[src/rtl/des_key_sequencer.sv]
// des_key_sequencer
//   Front end of the 3DES datapath. Accepts a {K1,K2,K3} key bundle with
//   mode and direction, reduces each key through PC-1, and presents one
//   56-bit key plus its direction per DES stage to the round-key generator.
//   Stages run in EDE order (3DES) or as a single K1 stage (single DES),
//   advancing on stage_done pulses from the DES core.
//
// Ports
//   clk, rst          rising-edge clock, synchronous active-high reset
//   key_in[0:191]     {K1,K2,K3}, index 0 = DES bit 1
//   mode_3des         1 = three stages, 0 = single DES on K1
//   encrypt_in        requested direction
//   load_valid/ready  bundle handshake; ready only while idle
//   stage_key[0:55]   PC-1 result for current stage (C = [0:27], D = [28:55])
//   stage_is_encrypt  direction of current stage
//   stage_index       current stage 0..2
//   stage_valid       stage outputs valid
//   stage_done        core pulse: current stage finished
//   seq_done          one-cycle pulse after the final stage
//   parity_err        odd-parity failure on a used key, held until next load
module des_key_sequencer (
    input  logic         clk,
    input  logic         rst,
    input  logic [0:191] key_in,
    input  logic         mode_3des,
    input  logic         encrypt_in,
    input  logic         load_valid,
    output logic         load_ready,
    output logic [0:55]  stage_key,
    output logic         stage_is_encrypt,
    output logic [1:0]   stage_index,
    output logic         stage_valid,
    input  logic         stage_done,
    output logic         seq_done,
    output logic         parity_err
);

    typedef enum logic {
        IDLE,
        ACTIVE
    } state_t;

    // PC-1 source positions, stored zero-based (standard table minus one).
    localparam logic [5:0] PC1_IDX [56] = '{
        6'd56, 6'd48, 6'd40, 6'd32, 6'd24, 6'd16, 6'd8,  6'd0,
        6'd57, 6'd49, 6'd41, 6'd33, 6'd25, 6'd17, 6'd9,  6'd1,
        6'd58, 6'd50, 6'd42, 6'd34, 6'd26, 6'd18, 6'd10, 6'd2,
        6'd59, 6'd51, 6'd43, 6'd35,
        6'd62, 6'd54, 6'd46, 6'd38, 6'd30, 6'd22, 6'd14, 6'd6,
        6'd61, 6'd53, 6'd45, 6'd37, 6'd29, 6'd21, 6'd13, 6'd5,
        6'd60, 6'd52, 6'd44, 6'd36, 6'd28, 6'd20, 6'd12, 6'd4,
        6'd27, 6'd19, 6'd11, 6'd3
    };

    function automatic logic [0:55] pc1(input logic [0:63] k);
        logic [0:55] r;
        r = '0;
        for (int unsigned j = 0; j < 56; j++) begin
            r[j[5:0]] = k[PC1_IDX[j[5:0]]];
        end
        return r;
    endfunction

    // Every byte must carry an odd number of ones.
    function automatic logic parity_ok(input logic [0:63] k);
        return (^k[0:7])   & (^k[8:15])  & (^k[16:23]) & (^k[24:31]) &
               (^k[32:39]) & (^k[40:47]) & (^k[48:55]) & (^k[56:63]);
    endfunction

    // Key slot for a stage: 0 = K1, 1 = K2, 2 = K3.
    // Decrypt walks the bundle in reverse (K3, K2, K1).
    function automatic logic [1:0] key_sel(input logic [1:0] idx, input logic m, input logic e);
        logic [1:0] s;
        if (!m) begin
            s = 2'd0;
        end else begin
            case (idx)
                2'd0:    s = e ? 2'd0 : 2'd2;
                2'd1:    s = 2'd1;
                default: s = e ? 2'd2 : 2'd0;
            endcase
        end
        return s;
    endfunction

    // EDE: the middle stage runs opposite to the requested direction.
    function automatic logic stage_dir(input logic [1:0] idx, input logic m, input logic e);
        return (m && idx == 2'd1) ? !e : e;
    endfunction

    function automatic logic [0:55] pick(input logic [1:0] s, input logic [0:55] a,
                                         input logic [0:55] b, input logic [0:55] c);
        logic [0:55] r;
        case (s)
            2'd0:    r = a;
            2'd1:    r = b;
            default: r = c;
        endcase
        return r;
    endfunction

    state_t      state_q, state_d;
    logic [0:55] k1_q, k1_d, k2_q, k2_d, k3_q, k3_d;
    logic        mode_q, mode_d;
    logic        enc_q, enc_d;
    logic        load_ready_q, load_ready_d;
    logic [0:55] stage_key_q, stage_key_d;
    logic        stage_is_encrypt_q, stage_is_encrypt_d;
    logic [1:0]  stage_index_q, stage_index_d;
    logic        stage_valid_q, stage_valid_d;
    logic        seq_done_q, seq_done_d;
    logic        parity_err_q, parity_err_d;

    logic [0:55] pc1_in1, pc1_in2, pc1_in3;
    logic [1:0]  next_index;
    logic        last_stage;

    always_comb begin
        pc1_in1 = pc1(key_in[0:63]);
        pc1_in2 = pc1(key_in[64:127]);
        pc1_in3 = pc1(key_in[128:191]);
    end

    always_comb begin
        state_d            = state_q;
        k1_d               = k1_q;
        k2_d               = k2_q;
        k3_d               = k3_q;
        mode_d             = mode_q;
        enc_d              = enc_q;
        load_ready_d       = load_ready_q;
        stage_key_d        = stage_key_q;
        stage_is_encrypt_d = stage_is_encrypt_q;
        stage_index_d      = stage_index_q;
        stage_valid_d      = stage_valid_q;
        seq_done_d         = 1'b0;
        parity_err_d       = parity_err_q;
        next_index         = stage_index_q + 2'd1;
        last_stage         = mode_q ? (stage_index_q == 2'd2) : 1'b1;

        case (state_q)
            IDLE: begin
                if (load_valid) begin
                    state_d            = ACTIVE;
                    k1_d               = pc1_in1;
                    k2_d               = pc1_in2;
                    k3_d               = pc1_in3;
                    mode_d             = mode_3des;
                    enc_d              = encrypt_in;
                    load_ready_d       = 1'b0;
                    stage_valid_d      = 1'b1;
                    stage_index_d      = 2'd0;
                    // Stage 0 comes straight from the input so it is
                    // presented the cycle after accept.
                    stage_key_d        = pick(key_sel(2'd0, mode_3des, encrypt_in),
                                              pc1_in1, pc1_in2, pc1_in3);
                    stage_is_encrypt_d = stage_dir(2'd0, mode_3des, encrypt_in);
                    parity_err_d       = mode_3des
                        ? !(parity_ok(key_in[0:63]) & parity_ok(key_in[64:127]) &
                            parity_ok(key_in[128:191]))
                        : !parity_ok(key_in[0:63]);
                end
            end
            ACTIVE: begin
                if (stage_done) begin
                    if (last_stage) begin
                        state_d            = IDLE;
                        load_ready_d       = 1'b1;
                        stage_valid_d      = 1'b0;
                        seq_done_d         = 1'b1;
                        stage_key_d        = '0;
                        stage_is_encrypt_d = 1'b0;
                        stage_index_d      = 2'd0;
                    end else begin
                        stage_index_d      = next_index;
                        stage_key_d        = pick(key_sel(next_index, mode_q, enc_q),
                                                  k1_q, k2_q, k3_q);
                        stage_is_encrypt_d = stage_dir(next_index, mode_q, enc_q);
                    end
                end
            end
            default: state_d = IDLE;
        endcase
    end

    always_ff @(posedge clk) begin
        if (rst) begin
            state_q            <= IDLE;
            k1_q               <= '0;
            k2_q               <= '0;
            k3_q               <= '0;
            mode_q             <= 1'b0;
            enc_q              <= 1'b0;
            load_ready_q       <= 1'b1;
            stage_key_q        <= '0;
            stage_is_encrypt_q <= 1'b0;
            stage_index_q      <= 2'd0;
            stage_valid_q      <= 1'b0;
            seq_done_q         <= 1'b0;
            parity_err_q       <= 1'b0;
        end else begin
            state_q            <= state_d;
            k1_q               <= k1_d;
            k2_q               <= k2_d;
            k3_q               <= k3_d;
            mode_q             <= mode_d;
            enc_q              <= enc_d;
            load_ready_q       <= load_ready_d;
            stage_key_q        <= stage_key_d;
            stage_is_encrypt_q <= stage_is_encrypt_d;
            stage_index_q      <= stage_index_d;
            stage_valid_q      <= stage_valid_d;
            seq_done_q         <= seq_done_d;
            parity_err_q       <= parity_err_d;
        end
    end

    assign load_ready       = load_ready_q;
    assign stage_key        = stage_key_q;
    assign stage_is_encrypt = stage_is_encrypt_q;
    assign stage_index      = stage_index_q;
    assign stage_valid      = stage_valid_q;
    assign seq_done         = seq_done_q;
    assign parity_err       = parity_err_q;

endmodule

[config.mk]
export PLATFORM = sky130hd
export DESIGN_NAME = des_key_sequencer
export DESIGN_NICKNAME = d
export VERILOG_FILES = /design/src/rtl/des_key_sequencer.sv
export SDC_FILE = /design/constraint.sdc
export NUM_CORES = 1
export LEC_CHECK = 0
export BUFFER_PORTS_ARGS = -buffer_cell sky130_fd_sc_hd__clkbuf_2
export CAP_MARGIN = 20
export CORE_UTILIZATION = 55
export CTS_CLUSTER_DIAMETER = 80
export DETAILED_ROUTE_END_ITERATION = 8
export GPL_ROUTABILITY_DRIVEN = 0
export PLACE_DENSITY_LB_ADDON = 0.08
export SYNTH_ARGS = -nofsm -noshare
export SYNTH_HDL_FRONTEND = slang
export SYNTH_SLANG_ARGS = --single-unit
[constraint.sdc]
create_clock -name clk -period 2.6 [get_ports clk]
set_input_delay 0.39 -clock clk [delete_from_list [all_inputs] [get_ports clk]]
set_output_delay 0.39 -clock clk [all_outputs]
set_load 0.01 [all_outputs]
# [Word level (Yosys, flattened, before mapping)]
# Index checks and enable logic that the tools add are counted.
[word_totals] ff_bits=234 elab_cells=122 input_bits=198 output_inout_bits=63
[classes] n_reduce_logical=35 eq_ne=7 bitwise_logic=25 add_sub_neg=1 mux=41
[op_table] op="$pmux W56 S2" count=3
[op_table] op="$reduce_xor A8 Y1" count=24
[op_table] op="$mux W56" count=3
[op_table] op="$mux W2" count=13
[op_table] op="$and A1 B1 Y1" count=23
[op_table] op="$mux W1" count=16
[op_table] op="$pmux W1 S2" count=4
[op_table] op="$pmux W2 S2" count=2
[op_table] op="$eq A2 B1 Y1 const B" count=3
[op_table] op="$logic_not A2 Y1" count=3
[op_table] op="$ne A2 B2 Y1 const B" count=2
[op_table] op="$reduce_and A2 Y1" count=2
[op_table] op="$logic_not A1 Y1" count=3
[op_table] op="$reduce_and A3 Y1" count=1
[op_table] op="$reduce_or A3 Y1" count=1
[op_table] op="$add A2 B1 Y2 const B" count=1
[op_table] op="$eq A2 B2 Y1 const B" count=1
[op_table] op="$ne A2 B1 Y1 const B" count=1
[op_table] op="$not A1 Y1" count=2
[op_table] op="$logic_and A1 B1 Y1" count=1

# [Longest topological paths before layout]
[depth] ltp_word=12 mapped_depth=10 ltp_nobuf=8

# [Worst setup path after synthesis]
# Ideal clock, no wire load.
[synth_path] kind="flip-flop to flip-flop" from="reg stage_index_q[0] (netlist: stage_index[0])" to="reg stage_key_q, in the netlist stage_key[11]" required_time_ps=2472 arrival_time_ps=1862 path_stages_with_launch=10 slack_ps=611 period_less_slack_ps=1989 setup_time_ps=128 path_cell_list="dfxtp_1 -> inv_1 -> ha_1 -> and2_1 -> o21ai_2 -> buf_2 -> buf_1 -> a311oi_1 -> o22ai_1 -> nor2_1"
[synth_via] elab_chain_cells=12 elab_cells_between_ends=16
[synth_rtl] element="start: declaration" line_no="109" rtl="logic [1:0] stage_index_q, stage_index_d;"
[synth_rtl] element="start signal: assignment" line_no="211" rtl="stage_index_q <= stage_index_d;"
[synth_rtl] element="$add A2 B1 Y2" line_no="138" rtl="next_index = stage_index_q + 2'd1;"
[synth_rtl] element="$eq A2 B1 Y1 / $logic_not A2 Y1 (equally long branches)" line_no="77" rtl="case (idx)"
[synth_rtl] element="$pmux W2 S2" line_no="77"
[synth_rtl] element="$mux W2" line_no="74" rtl="if (!m) begin"
[synth_rtl] element="$mux W2" line_no="166" rtl="if (last_stage) begin"
[synth_rtl] element="$mux W2" line_no="165" rtl="if (stage_done) begin"
[synth_rtl] element="$mux W2" line_no="141" rtl="case (state_q)"
[synth_rtl] element="$eq A2 B1 Y1 / $logic_not A2 Y1 (equally long branches)" line_no="94" rtl="case (s)"
[synth_rtl] element="$pmux W56 S2" line_no="94"
[synth_rtl] element="$mux W56 (*)" line_no="166"
[synth_rtl] element="$mux W56 (*)" line_no="165"
[synth_rtl] element="$pmux W56 S2 (*)" line_no="141"
[synth_rtl] element="end signal: assignment" line_no="209" rtl="stage_key_q <= stage_key_d;"
[synth_rtl] element="end: declaration" line_no="107" rtl="logic [0:55] stage_key_q, stage_key_d;"
# Mark *: on every way between the ends. The rest lies on a longest branch, timed or not. The select of a mux whose other input is x is not followed.
# A chain may end at the register's enable or synchronous reset.

# [Worst setup path in the final report]
[layout_path] from="reg stage_index_q[0] (netlist: stage_index[0])" to="reg stage_key_q, in the netlist stage_key[44]"
# Same word-level chain as after synthesis.

==> flow_summary.ini <==
[logic_synthesis]
ys_seq_elements = 234
synth_top_area_frac = 0.4012
async_flop_share = 0
synthTopCellsByCount = 401 x nand2_1, 234 x dfxtp_1, 172 x a21oi_1
synth_top_area_cell = dfxtp_1
syn_nets = 1733
synth_area_per_cell_um2 = 7.621
ys_seq_area_frac = 0.4012
synthMostInstantiatedCell = nand2_1
synthCells = 1532
synth_top_flop_cell = dfxtp_1
syn_area_um2 = 11670
yosys_warnings = 0
ys_types = 30
synth_area_leaders = dfxtp_1 40%, nand2_1 13%, xnor2_1 11%
synth-edff-count = 0

[pwr]
p_leak_nw = 5.568
total_power_mw = 9.806
ir_worst_vdd_mv = 0.5830
powerDensity_nw_per_um2 = 696.6

[floorplanning]
pin_count = 261
core-area_um2 = 20490
rows = 52
die_y_um = 147.7
die_x_um = 147.7
dieArea_um2 = 21810
initial_core_util = 0.5697

[clock_network]
ctsHoldBuffers = 0
clk_pin_slew_ps = 60
cts_tree = built
post_cts_buffers = 0
cts_max_level = 1
clockRootBuffer = clkbuf_16
cts-buffers-inserted = 25
cts_buffer_depth = 3
clk_latency_ps = 550
cts_resized = 0
cts.sink_count = 234

[place]
dp_hpwl_um = 26650
port_buffers = 260
placed_area_um2 = 13160

[worst_setup_path]
cp_max_fo = 80
crit_path_end_kind = register
critPathKind = reg2reg
crit_arrival_ps = 2690
cp-start-kind = register
crit_required_ps = 3070
critPathLaunch = stage_index[0]$_SDFFE_PP0P_
r2r-start = stage_index[0]$_SDFFE_PP0P_

[worst_hold_path]
hold_path_startpoint = key_in[110]
hold_class = in2reg

[route]
routedWlPerCell_um = 19.68
drtPass1Iterations = 7
vias_per_cell = 5.866
vias = 11800
antenna_left = 0
drt_iter0_markers = 1201
routed_wl_um = 39590
drcViolationCount = 0

[timing]
layout_min_cycle_time_ps = 2219
finalClockSkew_ps = 10.84
slew_headroom = 0.3995
tns_ps = 0
whs_ps = 91.32
drv_slew = 0
rsz0062_at_grt = false
setup_viol = 0
period_share = 0.8535
hold_viol_final = 0
max_freq_mhz = 450.6
worst_pin_slew_ps = 900.7

[final_layout]
nets = 1921
final_core_util = 0.6868
areaGrowthSynthToFinish_pct = 20.57
drive_gt1_frac = 0.1961
stdcell_area_um2 = 14080

[global_routing]
antenna_found_initial = 3
grt_pass1_vias = 10770
grt_max_degree = 175
overflow = 0
grt_usage = 0.3557
grt_pass1_wl_um = 60050

[flow_run]
maxCapViolCount = 0

[outcome]
status = completed
final timing paths:
kind                                endpoint  slack [ps]  cells past startpoint
hold / removal         k2_q[30]$_SDFFE_PP0P_          90                      3
hold reg to reg         k2_q[0]$_SDFFE_PP0P_         450                      2
setup / recovery  stage_key[44]$_SDFFE_PP0P_         380                      9
setup reg to reg  stage_key[44]$_SDFFE_PP0P_         380                      9
cell usage in the layout, fill, tap and decap left out, drive strengths merged, types with 6 or more instances in the layout:
master | netlist | layout
mux2i | 56 | 56
xor2 | 18 | 18
nand3 | 57 | 57
dfxtp | 234 | 234
a21oi | 172 | 172
nand2 | 401 | 401
nand4 | 6 | 6
o22ai | 56 | 56
xnor2 | 151 | 151
clkbuf | 85 | 297
o21ai | 60 | 60
a311oi | 56 | 56
nor2 | 119 | 119
buf | 40 | 27
where the power goes:
part	leakage (nW)	total (mW)	internal, mW	switching, mW
sequential	1.93	3.99	3.84	0.150
combinational	3.18	1.91	0.756	1.15
clock	0.457	3.91	2.38	1.52
worst max-delay path: stages (launching register included):
cell,delay [ps]
dfxtp_1,370
inv_1,110
ha_2,300
and2_1,180
o21ai_4,160
buf_12,310
nor2_1,80
a311oi_1,300
o22ai_1,140
nor2_1,120
registers in the layout, summed over array words and instances, names as in the netlist, 2 cells and up:
name and cells:
k1_q 56, k2_q 56, k3_q 56, stage_key 56
stage_index 2
final cells by class:
cell class | instances | area (um2)
clock buffer | 38 | 784.5
tap | 270 | 337.8
clock inverter | 8 | 130.1
fill | 1812 | 6419
sequential | 234 | 4687
antenna | 2 | 5.005
inverter | 2 | 7.507
timing repair buffer | 286 | 1615
multi-input combinational | 1171 | 6509
per-stage QoR:
stage | setup slack, ps | instances
final | 380.9 | 2011
after global routing | 249.4 | 2011
after CTS | 429.6 | 2009
after detailed placement | 463.3 | 1963
after global placement | 534.4 | 1963
after floorplan | 610.8 | 1532
kinds of logic (layout without fill, tap and decap cells):
logic type / after synthesis / after routing / synth area share
buffers and inverters: 127 / 334 / 0.04512
XOR/XNOR: 169 / 169 / 0.1268
adder cells (fa/ha/maj): 3 / 3 / 0.003215
flip-flops: 234 / 234 / 0.4012
AO/OA/AOI/OAI: 347 / 347 / 0.1739
AND/OR/NAND/NOR: 596 / 596 / 0.2017
multiplexers: 56 / 56 / 0.04801
other: 0 / 2 / 0
metal layers:
metal  GRT usage  up-vias  part of all wire
li1            -     5555                 -
met1      0.4763     5496              0.40
met2      0.5670      648              0.46
met3     0.05340       96             0.098
met4      0.1608        2             0.041
met5           0        -           0.00030
Note: power is estimated with default switching activity, not from simulation.
